===== config.mk =====
export PLATFORM = sky130hd
export DESIGN_NAME = alu_arbiter
export DESIGN_NICKNAME = d
export VERILOG_FILES = /design/src/rtl/alu_arb_pkg.sv /design/src/rtl/alu_rr_arbiter.sv /design/src/rtl/alu_arbiter.sv
export SDC_FILE = /design/constraint.sdc
export NUM_CORES = 1
export LEC_CHECK = 0
export ABC_AREA = 0
export CAP_MARGIN = 30
export CORE_MARGIN = 2
export CORE_UTILIZATION = 43
export DETAILED_ROUTE_END_ITERATION = 6
export PLACE_DENSITY_LB_ADDON = 0.08
export SYNTH_ARGS = -nofsm -noshare
export SYNTH_HDL_FRONTEND = slang
export SYNTH_HIERARCHICAL = 1
export SYNTH_SLANG_ARGS = --single-unit

===== constraint.sdc =====
create_clock -name clk -period 3.85 [get_ports clk]
set_clock_uncertainty 0.15 [all_clocks]
set_input_delay 0.385 -clock clk [delete_from_list [all_inputs] [get_ports clk]]
set_output_delay 0.385 -clock clk [all_outputs]
set_load 0.05 [all_outputs]

===== src/rtl/alu_arb_pkg.sv =====
// Shared types and constants for the two-requester ALU arbiter.
// ALU_ARB_FIXED_PRIO_EN (optional) switches grant selection from round-robin to fixed req0 priority.
package alu_arb_pkg;

  localparam int ALU_W = 4;

  typedef logic [1:0] state_t;

  localparam state_t ST_IDLE = 2'd0;
  localparam state_t ST_EXEC = 2'd1;
  localparam state_t ST_RESP = 2'd2;

  localparam logic [3:0] ALU_ADD = 4'b1010;
  localparam logic [3:0] ALU_MUL = 4'b1100;

  // Round-robin pick: a lone requester always wins; on a tie the one not granted last wins.
  function automatic logic [1:0] rr_pick(input logic [1:0] valid, input logic last);
    logic [1:0] grant;
    grant = 2'b00;
    case (valid)
      2'b01:   grant = 2'b01;
      2'b10:   grant = 2'b10;
      2'b11:   grant = last ? 2'b01 : 2'b10;
      default: grant = 2'b00;
    endcase
    return grant;
  endfunction

endpackage


===== src/rtl/alu_rr_arbiter.sv =====
// Two-way grant selector owning the last-served pointer.
// With ALU_ARB_FIXED_PRIO_EN defined the pointer is removed and req0 always wins ties.
module alu_rr_arbiter
  import alu_arb_pkg::*;
(
  input  logic       clk,
  input  logic       rst,
  input  logic [1:0] valid,
  input  logic       upd,
  input  logic       upd_id,
  output logic [1:0] grant
);

`ifdef ALU_ARB_FIXED_PRIO_EN
  // Fixed priority grant, req0 first.
  always_comb begin
    grant = 2'b00;
    if (valid[0]) begin
      grant = 2'b01;
    end else if (valid[1]) begin
      grant = 2'b10;
    end else begin
      grant = 2'b00;
    end
  end
`else
  logic last_r;

  // Last-served pointer; reset marks req1 as last so req0 wins the first tie.
  always_ff @(posedge clk or posedge rst) begin
    if (rst) begin
      last_r <= 1'b1;
    end else if (upd) begin
      last_r <= upd_id;
    end
  end

  // Round-robin grant from the current pointer.
  always_comb begin
    grant = rr_pick(valid, last_r);
  end
`endif

endmodule


===== src/rtl/alu_arbiter.sv =====
// Arbitrates two requesters onto one combinational ALU with fixed two-cycle accept-to-response latency.
// Grant policy is round-robin unless ALU_ARB_FIXED_PRIO_EN is defined (then req0 has fixed priority).
module alu_arbiter
  import alu_arb_pkg::*;
#(
  parameter int W = ALU_W
) (
  input  logic         clk,
  input  logic         rst,
  input  logic         req0_valid,
  input  logic         req1_valid,
  output logic         req0_ready,
  output logic         req1_ready,
  input  logic [W-1:0] req0_a,
  input  logic [W-1:0] req0_b,
  input  logic [W-1:0] req1_a,
  input  logic [W-1:0] req1_b,
  input  logic [3:0]   req0_op,
  input  logic [3:0]   req1_op,
  output logic [W-1:0] alu_a,
  output logic [W-1:0] alu_b,
  output logic [3:0]   alu_op,
  input  logic [W-1:0] alu_x,
  input  logic [W-1:0] alu_y,
  output logic         rsp_valid,
  input  logic         rsp_ready,
  output logic         rsp_id,
  output logic [W-1:0] rsp_x,
  output logic [W-1:0] rsp_y
);

  state_t     state_r;
  logic       owner_r;
  logic [1:0] valid_s;
  logic [1:0] grant_s;
  logic       accept_s;
  logic       upd_s;

  // Requests are only visible to the arbiter while idle, so ready stays low in EXEC/RESP.
  always_comb begin
    valid_s = 2'b00;
    if (state_r == ST_IDLE) begin
      valid_s = {req1_valid, req0_valid};
    end else begin
      valid_s = 2'b00;
    end
  end

  alu_rr_arbiter u_arb (
    .clk    (clk),
    .rst    (rst),
    .valid  (valid_s),
    .upd    (upd_s),
    .upd_id (rsp_id),
    .grant  (grant_s)
  );

  // Handshake decode for grant and pointer update.
  always_comb begin
    req0_ready = grant_s[0];
    req1_ready = grant_s[1];
    accept_s   = grant_s[0] | grant_s[1];
    upd_s      = (state_r == ST_RESP) & rsp_ready;
  end

  // Control FSM with the registered ALU drive and response outputs.
  always_ff @(posedge clk or posedge rst) begin
    if (rst) begin
      state_r   <= ST_IDLE;
      owner_r   <= 1'b0;
      alu_a     <= {W{1'b0}};
      alu_b     <= {W{1'b0}};
      alu_op    <= 4'b0000;
      rsp_valid <= 1'b0;
      rsp_id    <= 1'b0;
      rsp_x     <= {W{1'b0}};
      rsp_y     <= {W{1'b0}};
    end else begin
      case (state_r)
        ST_IDLE: begin
          if (accept_s) begin
            if (grant_s[1]) begin
              alu_a  <= req1_a;
              alu_b  <= req1_b;
              alu_op <= req1_op;
            end else begin
              alu_a  <= req0_a;
              alu_b  <= req0_b;
              alu_op <= req0_op;
            end
            owner_r <= grant_s[1];
            state_r <= ST_EXEC;
          end
        end
        ST_EXEC: begin
          rsp_x     <= alu_x;
          rsp_y     <= alu_y;
          rsp_id    <= owner_r;
          rsp_valid <= 1'b1;
          state_r   <= ST_RESP;
        end
        ST_RESP: begin
          if (rsp_ready) begin
            rsp_valid <= 1'b0;
            state_r   <= ST_IDLE;
          end
        end
        default: begin
          rsp_valid <= 1'b0;
          state_r   <= ST_IDLE;
        end
      endcase
    end
  end

endmodule

==> results of run 1 <==
## cell usage after synthesis
cell / number / area (µm²)
dfrtp_1: 25 / 626
mux2_4: 18 / 270
mux2_2: 15 / 169
inv_1: 4 / 15.0
and2_1: 2 / 12.5
buf_6: 2 / 22.5
nand2_1: 2 / 7.51
a21boi_0: 1 / 7.51
a21boi_1: 1 / 7.51
a22o_2: 1 / 10.0
buf_2: 1 / 5.00
dfstp_2: 1 / 26.3
nand2b_1: 1 / 6.26
nor2_1: 1 / 3.75
nor2_2: 1 / 6.26
nor2b_1: 1 / 6.26
o21a_1: 1 / 7.51
o21a_4: 1 / 15.0
o21ai_0: 1 / 5.00
o21ai_1: 1 / 5.00
o21bai_1: 1 / 7.51
## state kept, by name, summed over array words and instances (netlist names)
name,count
alu_a,4
alu_b,4
alu_op,4
rsp_x,4
rsp_y,4
state_r,2
owner_r,1
rsp_id,1
rsp_valid,1
u_arb/last_r,1
## stage by stage
step / hold WS, ns / cells / cell area, µm² / power [µW]
after floorplan: 0.125 / 82 / 1240 / 1340
after global placement: 0.328 / 171 / 1860 / 1660
after detailed placement: 0.338 / 171 / 1860 / 1680
after CTS: 0.201 / 175 / 1890 / 1800
after global routing: 0.234 / 176 / 1920 / 1870
final: 0.213 / 176 / 1920 / 1780
## logic make-up after synthesis
family | after synthesis | share of synthesized area [%]
mux | 33 | 35.4
buf+inv | 7 | 3.43
simple gates | 8 | 3.43
flops | 26 | 52.5
compound gates | 8 | 5.24
## per-layer routing
layer | vias up | share of wire [%]
met5 | - | 0
met4 | 0 | 0.37
met3 | 2 | 5.7
met2 | 30 | 53
met1 | 417 | 41
li1 | 413 | -
## power groups by stage
stage / combinational, µW / clock (µW) / sequential [µW]
final: 1170 / 119 / 495
after floorplan: 427 / 0 / 911
after global placement: 1160 / 0 / 497
after global routing: 1220 / 138 / 515
after detailed placement: 1180 / 0 / 501
after CTS: 1180 / 127 / 498
## layout make-up
cell class	count	area (µm²)	area share (%)
flip-flops and latches	26	652	34.0
multi-input cells	49	551	28.7
repair buffers	62	636	33.1
clock buffers	4	26.3	1.37
well taps	31	38.8	2.02
inverters	4	15.0	0.783
## path summary, 6_finish.rpt
kind	startpoint	endpoint	slack (ns)
setup / recovery	state_r[1]$_DFFE_PP0P_	req1_ready	0.92
hold / removal	rst	u_arb/last_r$_DFFE_PP1P_	0.21
setup reg to reg	state_r[1]$_DFFE_PP0P_	alu_b[3]$_DFFE_PP0P_	1.69
hold reg to reg	rsp_valid$_DFFE_PP0P_	rsp_valid$_DFFE_PP0P_	0.36
max in group asynchronous	rst	rsp_y[2]$_DFFE_PP0P_	3.13
min in group clk	rsp_valid$_DFFE_PP0P_	rsp_valid$_DFFE_PP0P_	0.36
## cells in the final DEF (no fill, tap or decap), drive strengths merged
cell type | netlist | routed
a21boi | 2 | 2
a22o | 1 | 1
and2 | 2 | 2
buf | 3 | 2
clkbuf | 0 | 4
clkdlybuf4s50 | 0 | 60
dfrtp | 25 | 25
dfstp | 1 | 1
inv | 4 | 4
mux2 | 33 | 33
nand2 | 2 | 2
nand2b | 1 | 1
nor2 | 2 | 2
nor2b | 1 | 1
o21a | 2 | 2
o21ai | 2 | 2
o21bai | 1 | 1
==> flow_summary_export.csv, run 1 <==
group,metric,value,unit
status,status,"completed",
cells_and_area,finish.utilization,69.6,%
power,power.internal,968,µW
power,ir_worst_vdd,0.000649,V
power,comb_power_share,65.6,%
synth,synthCells,82,
placement,gp_congestion,0.699,
cells_and_area,drive_gt1_share,29.7,%
floorplanning,row_count,19,
routing,num_vias,862,
power,power.switching,815,µW
timing,slew_headroom,48.6,%
routing,wire_per_inst,13.8,µm
worst_setup_path,worstPathRequired,3.31,ns
timing,setup_violations,0,
grt,met3_usage,3.13,%
clocking,clock-root-buffer,"clkbuf_4",
synth,syn-cell-area,0.00124,mm²
routing,first_pass_iters,4,
grt,antenna_found_initial,0,
worst_setup_path,critPathMaxStageDelay,0.85,ns
power,swShare,45.7,%
clocking,clockBufferDepth,2,
placement,place_hpwl,1890,µm
run,maxCapViolations,0,
grt,grt_pass1_wl,4050,µm
routing,dr.first_iter.drc_count,16,
synth,synth-seq-cells,26,
synth,synth_area_per_cell,15.1,µm²
floorplanning,core_area,0.00276,mm²
grt,grt_pass1_vias,875,
worst_setup_path,cp.arrival,2.40,ns
grt,use_met2,26.5,%
grt,top_usage_layer,"met2",
floorplanning,die_x,57.7,µm
min_path,hold_path_class,"input port to asynchronous set/reset pin",
clocking,path_clk_slew,0.14,ns
timing,fin_setup_tns,0,ns
power,power_frac_seq,27.8,%
timing,min_period,2.93,ns
placement,io_buffers,60,
timing,finalHoldViolCount,0,
timing,tightest_slew,0.769,ns
cells_and_area,diodes,0,
timing,maxSlewViolCount,0,
routing,drc,0,
clocking,post_cts_buffers,0,
power,p_per_area,930,mW/mm²
routing,ant_nets,0,
clocking,clk_latency,0.32,ns
placement,post-place-ws,1.07,ns
worst_setup_path,crit_cells,5,
cells_and_area,fin_nets,183,
synth,synth_seq_area_share,52.5,%
floorplanning,initial_utilization,45.0,%
worst_setup_path,r2r_cells,6,
timing,min_period_over_period,76.2,%
clocking,cts_tree,"yes",
synth,synth_nets,119,
clocking,post_cts_resized,0,
timing,fin_ws,0.917,ns
worst_setup_path,path_class,"flop to primary output",
worst_setup_path,endpoint_kind,"primary output",
clocking,h-tree-depth,1,
worst_setup_path,crit_path_start_kind,"flop",
clocking,cts_buffers,3,
routing,wirelength,2440,µm
worst_setup_path,critical_path.cell_chain,"nor2_2 > and2_1 > a21boi_2 > buf_4 > clkdlybuf4s50_1",
clocking,cts.sinks,26,
power,p_leak,0.000821,µW
floorplanning,io_pins,61,
synth,yosys_warnings,6,
worst_setup_path,cp_slowest_cell,"clkdlybuf4s50_1",
cells_and_area,fillers,210,
worst_setup_path,path_max_fanout,15,
power,power_frac_clock,6.7,%
synth,synth_cell_types,21,
routing,via_per_inst,4.90,
grt,grt_max_degree,26,
timing,rsz0062_at_grt,"no",
floorplanning,die_y,57.7,µm
worst_setup_path,worst-path-buf-inv,2,
grt,grt-ovfl-total,0,
timing,fmax,341,MHz
grt,globalRouteMet1Util,20.5,%
worst_setup_path,crit_family,"buffers and inverters",
clocking,hold_buffers,0,
cells_and_area,areaGrowthSynthToFinish,54.5,%
floorplanning,die-area,0.00333,mm²
grt,grt_usage,15.9,%
(Power assumes the default switching activity.)
==> inputs of run 2 (changes only) <==
CORE_UTILIZATION = 36   (was 43)
clock period = 2.46 ns   (was 3.85 ns; I/O delays follow)
==> run 2 against run 1 <==
- setup slack worse by 0.58 ns
- final cell count up 8.5%
- first-iteration DRC count increased by 130%
- cell area grew 1.6%
- highest routed layer unchanged
- clock-buffer cell count unchanged
- critical endpoint unchanged
==> flow_summary_export.csv, run 2 (synthesis gave the netlist of run 1 again) <==
group,metric,value,unit
status,status,"completed",
power,ir_worst_vdd,0.000683,V
worst_setup_path,worstPathRequired,2.06,ns
cells_and_area,final_common_cell,"clkdlybuf4s50_1",
routing,wire_per_inst,12.7,µm
clocking,path_clk_slew,0.12,ns
clocking,cts_buffers,3,
floorplanning,die-area,0.00393,mm²
timing,maxSlewViolCount,0,
cells_and_area,drive_gt1_share,31.7,%
worst_setup_path,r2r_cells,6,
routing,via_per_inst,4.55,
timing,min_period_over_period,86.3,%
cells_and_area,layout_common_cells,"clkdlybuf4s50_1, dfrtp_1, mux2_4",
placement,place_hpwl,1880,µm
grt,grt_pass1_wl,4110,µm
worst_setup_path,crit_path_start_kind,"flop",
timing,fmax,471,MHz
floorplanning,die_x,62.7,µm
clocking,hold_buffers,0,
clocking,post_cts_resized,0,
floorplanning,row_count,21,
run,maxCapViolations,0,
clocking,clk_latency,0.31,ns
routing,num_vias,869,
worst_setup_path,cp.arrival,1.73,ns
floorplanning,io_pins,61,
grt,grt-ovfl-total,0,
timing,fin_setup_tns,0,ns
timing,min_period,2.12,ns
clocking,cts.sinks,26,
grt,grt_pass1_vias,928,
cells_and_area,areaGrowthSynthToFinish,57.0,%
timing,fin_ws,0.336,ns
floorplanning,die_y,62.7,µm
timing,setup_violations,0,
grt,grt_usage,13.3,%
routing,first_pass_iters,2,
clocking,clockBufferDepth,2,
timing,slew_headroom,48.8,%
timing,tightest_slew,0.766,ns
worst_setup_path,path_class,"flop to primary output",
grt,grt_max_degree,26,
cells_and_area,diodes,0,
grt,antenna_found_initial,0,
clocking,h-tree-depth,1,
placement,post-place-ws,0.304,ns
cells_and_area,fillers,297,
clocking,cts_tree,"yes",
timing,holdWs,0.0871,ns
clocking,post_cts_buffers,0,
min_path,hold_path_class,"input port to asynchronous set/reset pin",
floorplanning,core_area,0.00331,mm²
clocking,clock-root-buffer,"clkbuf_4",
placement,io_buffers,60,
worst_setup_path,endpoint_kind,"primary output",
cells_and_area,finish.utilization,58.8,%
routing,ant_nets,0,
floorplanning,initial_utilization,37.5,%
timing,finalHoldViolCount,0,
power,p_per_area,1450,mW/mm²
routing,drc,0,
routing,wirelength,2420,µm
routing,dr.first_iter.drc_count,36,
placement,gp_congestion,0.722,
cells_and_area,fin_nets,183,
timing,rsz0062_at_grt,"no",
worst_setup_path,path_max_fanout,13,
power,p_leak,0.000827,µW
[run 2: cell types whose count changed in the layout (fill, tap and decap cells not counted), sizes merged]
cell	delta
buf	+2
clkdlybuf4s50	-2
[run 2: power by group]
group	internal [µW]	switching, µW	leakage (µW)
registers	652	133	0.000305
clock network	63.4	118	0.0000150
logic	828	1030	0.000507
total	1540	1280	0.000827
[run 2: path summary, 6_finish.rpt]
kind / endpoint / slack (ns) / start
worst min register to register: rsp_valid$_DFFE_PP0P_ / 0.35 / rsp_valid$_DFFE_PP0P_
worst max register to register: alu_a[2]$_DFFE_PP0P_ / 0.35 / state_r[1]$_DFFE_PP0P_
min in group clk: rsp_valid$_DFFE_PP0P_ / 0.35 / rsp_valid$_DFFE_PP0P_
max in group asynchronous: alu_op[1]$_DFFE_PP0P_ / 1.78 / rst
worst min-delay path: u_arb/last_r$_DFFE_PP1P_ / 0.09 / rst
worst max-delay path: req1_ready / 0.34 / state_r[1]$_DFFE_PP0P_
[run 2: metrics by stage]
step           std cells  total power, µW  instance area [µm²]
6_report             191             2830                 1950
2_1_floorplan         82             2110                 1260
3_3_place_gp         187             2650                 1920
3_5_place_dp         187             2680                 1920
5_1_grt              191             2970                 1950
4_1_cts              191             2870                 1950
[run 2: per-layer routing]
metal | vias to the layer above | global-route usage [%] | share of wire [%]
met5 | - | 0 | 0
met4 | 0 | 6.67 | 1.8
met3 | 4 | 3.42 | 7.5
met2 | 35 | 23.3 | 51
met1 | 422 | 14.9 | 39
li1 | 408 | - | -
[run 2: layout make-up]
type                            instances  area (µm²)  area share (%)
Sequential cell                        26         652            33.5
Timing Repair Buffer                   62         636            32.6
Multi-Input combinational cell         49         562            28.8
Tap cell                               46        57.6            2.95
Clock buffer                            4        26.3            1.35
Inverter                                4        15.0           0.771
[run 2: worst max-delay path: stages (launching register included)]
cell	delay (ns)
dfrtp_1	0.43
nor2_2	0.21
and2_1	0.20
a21boi_4	0.25
buf_12	0.18
buf_12	0.14
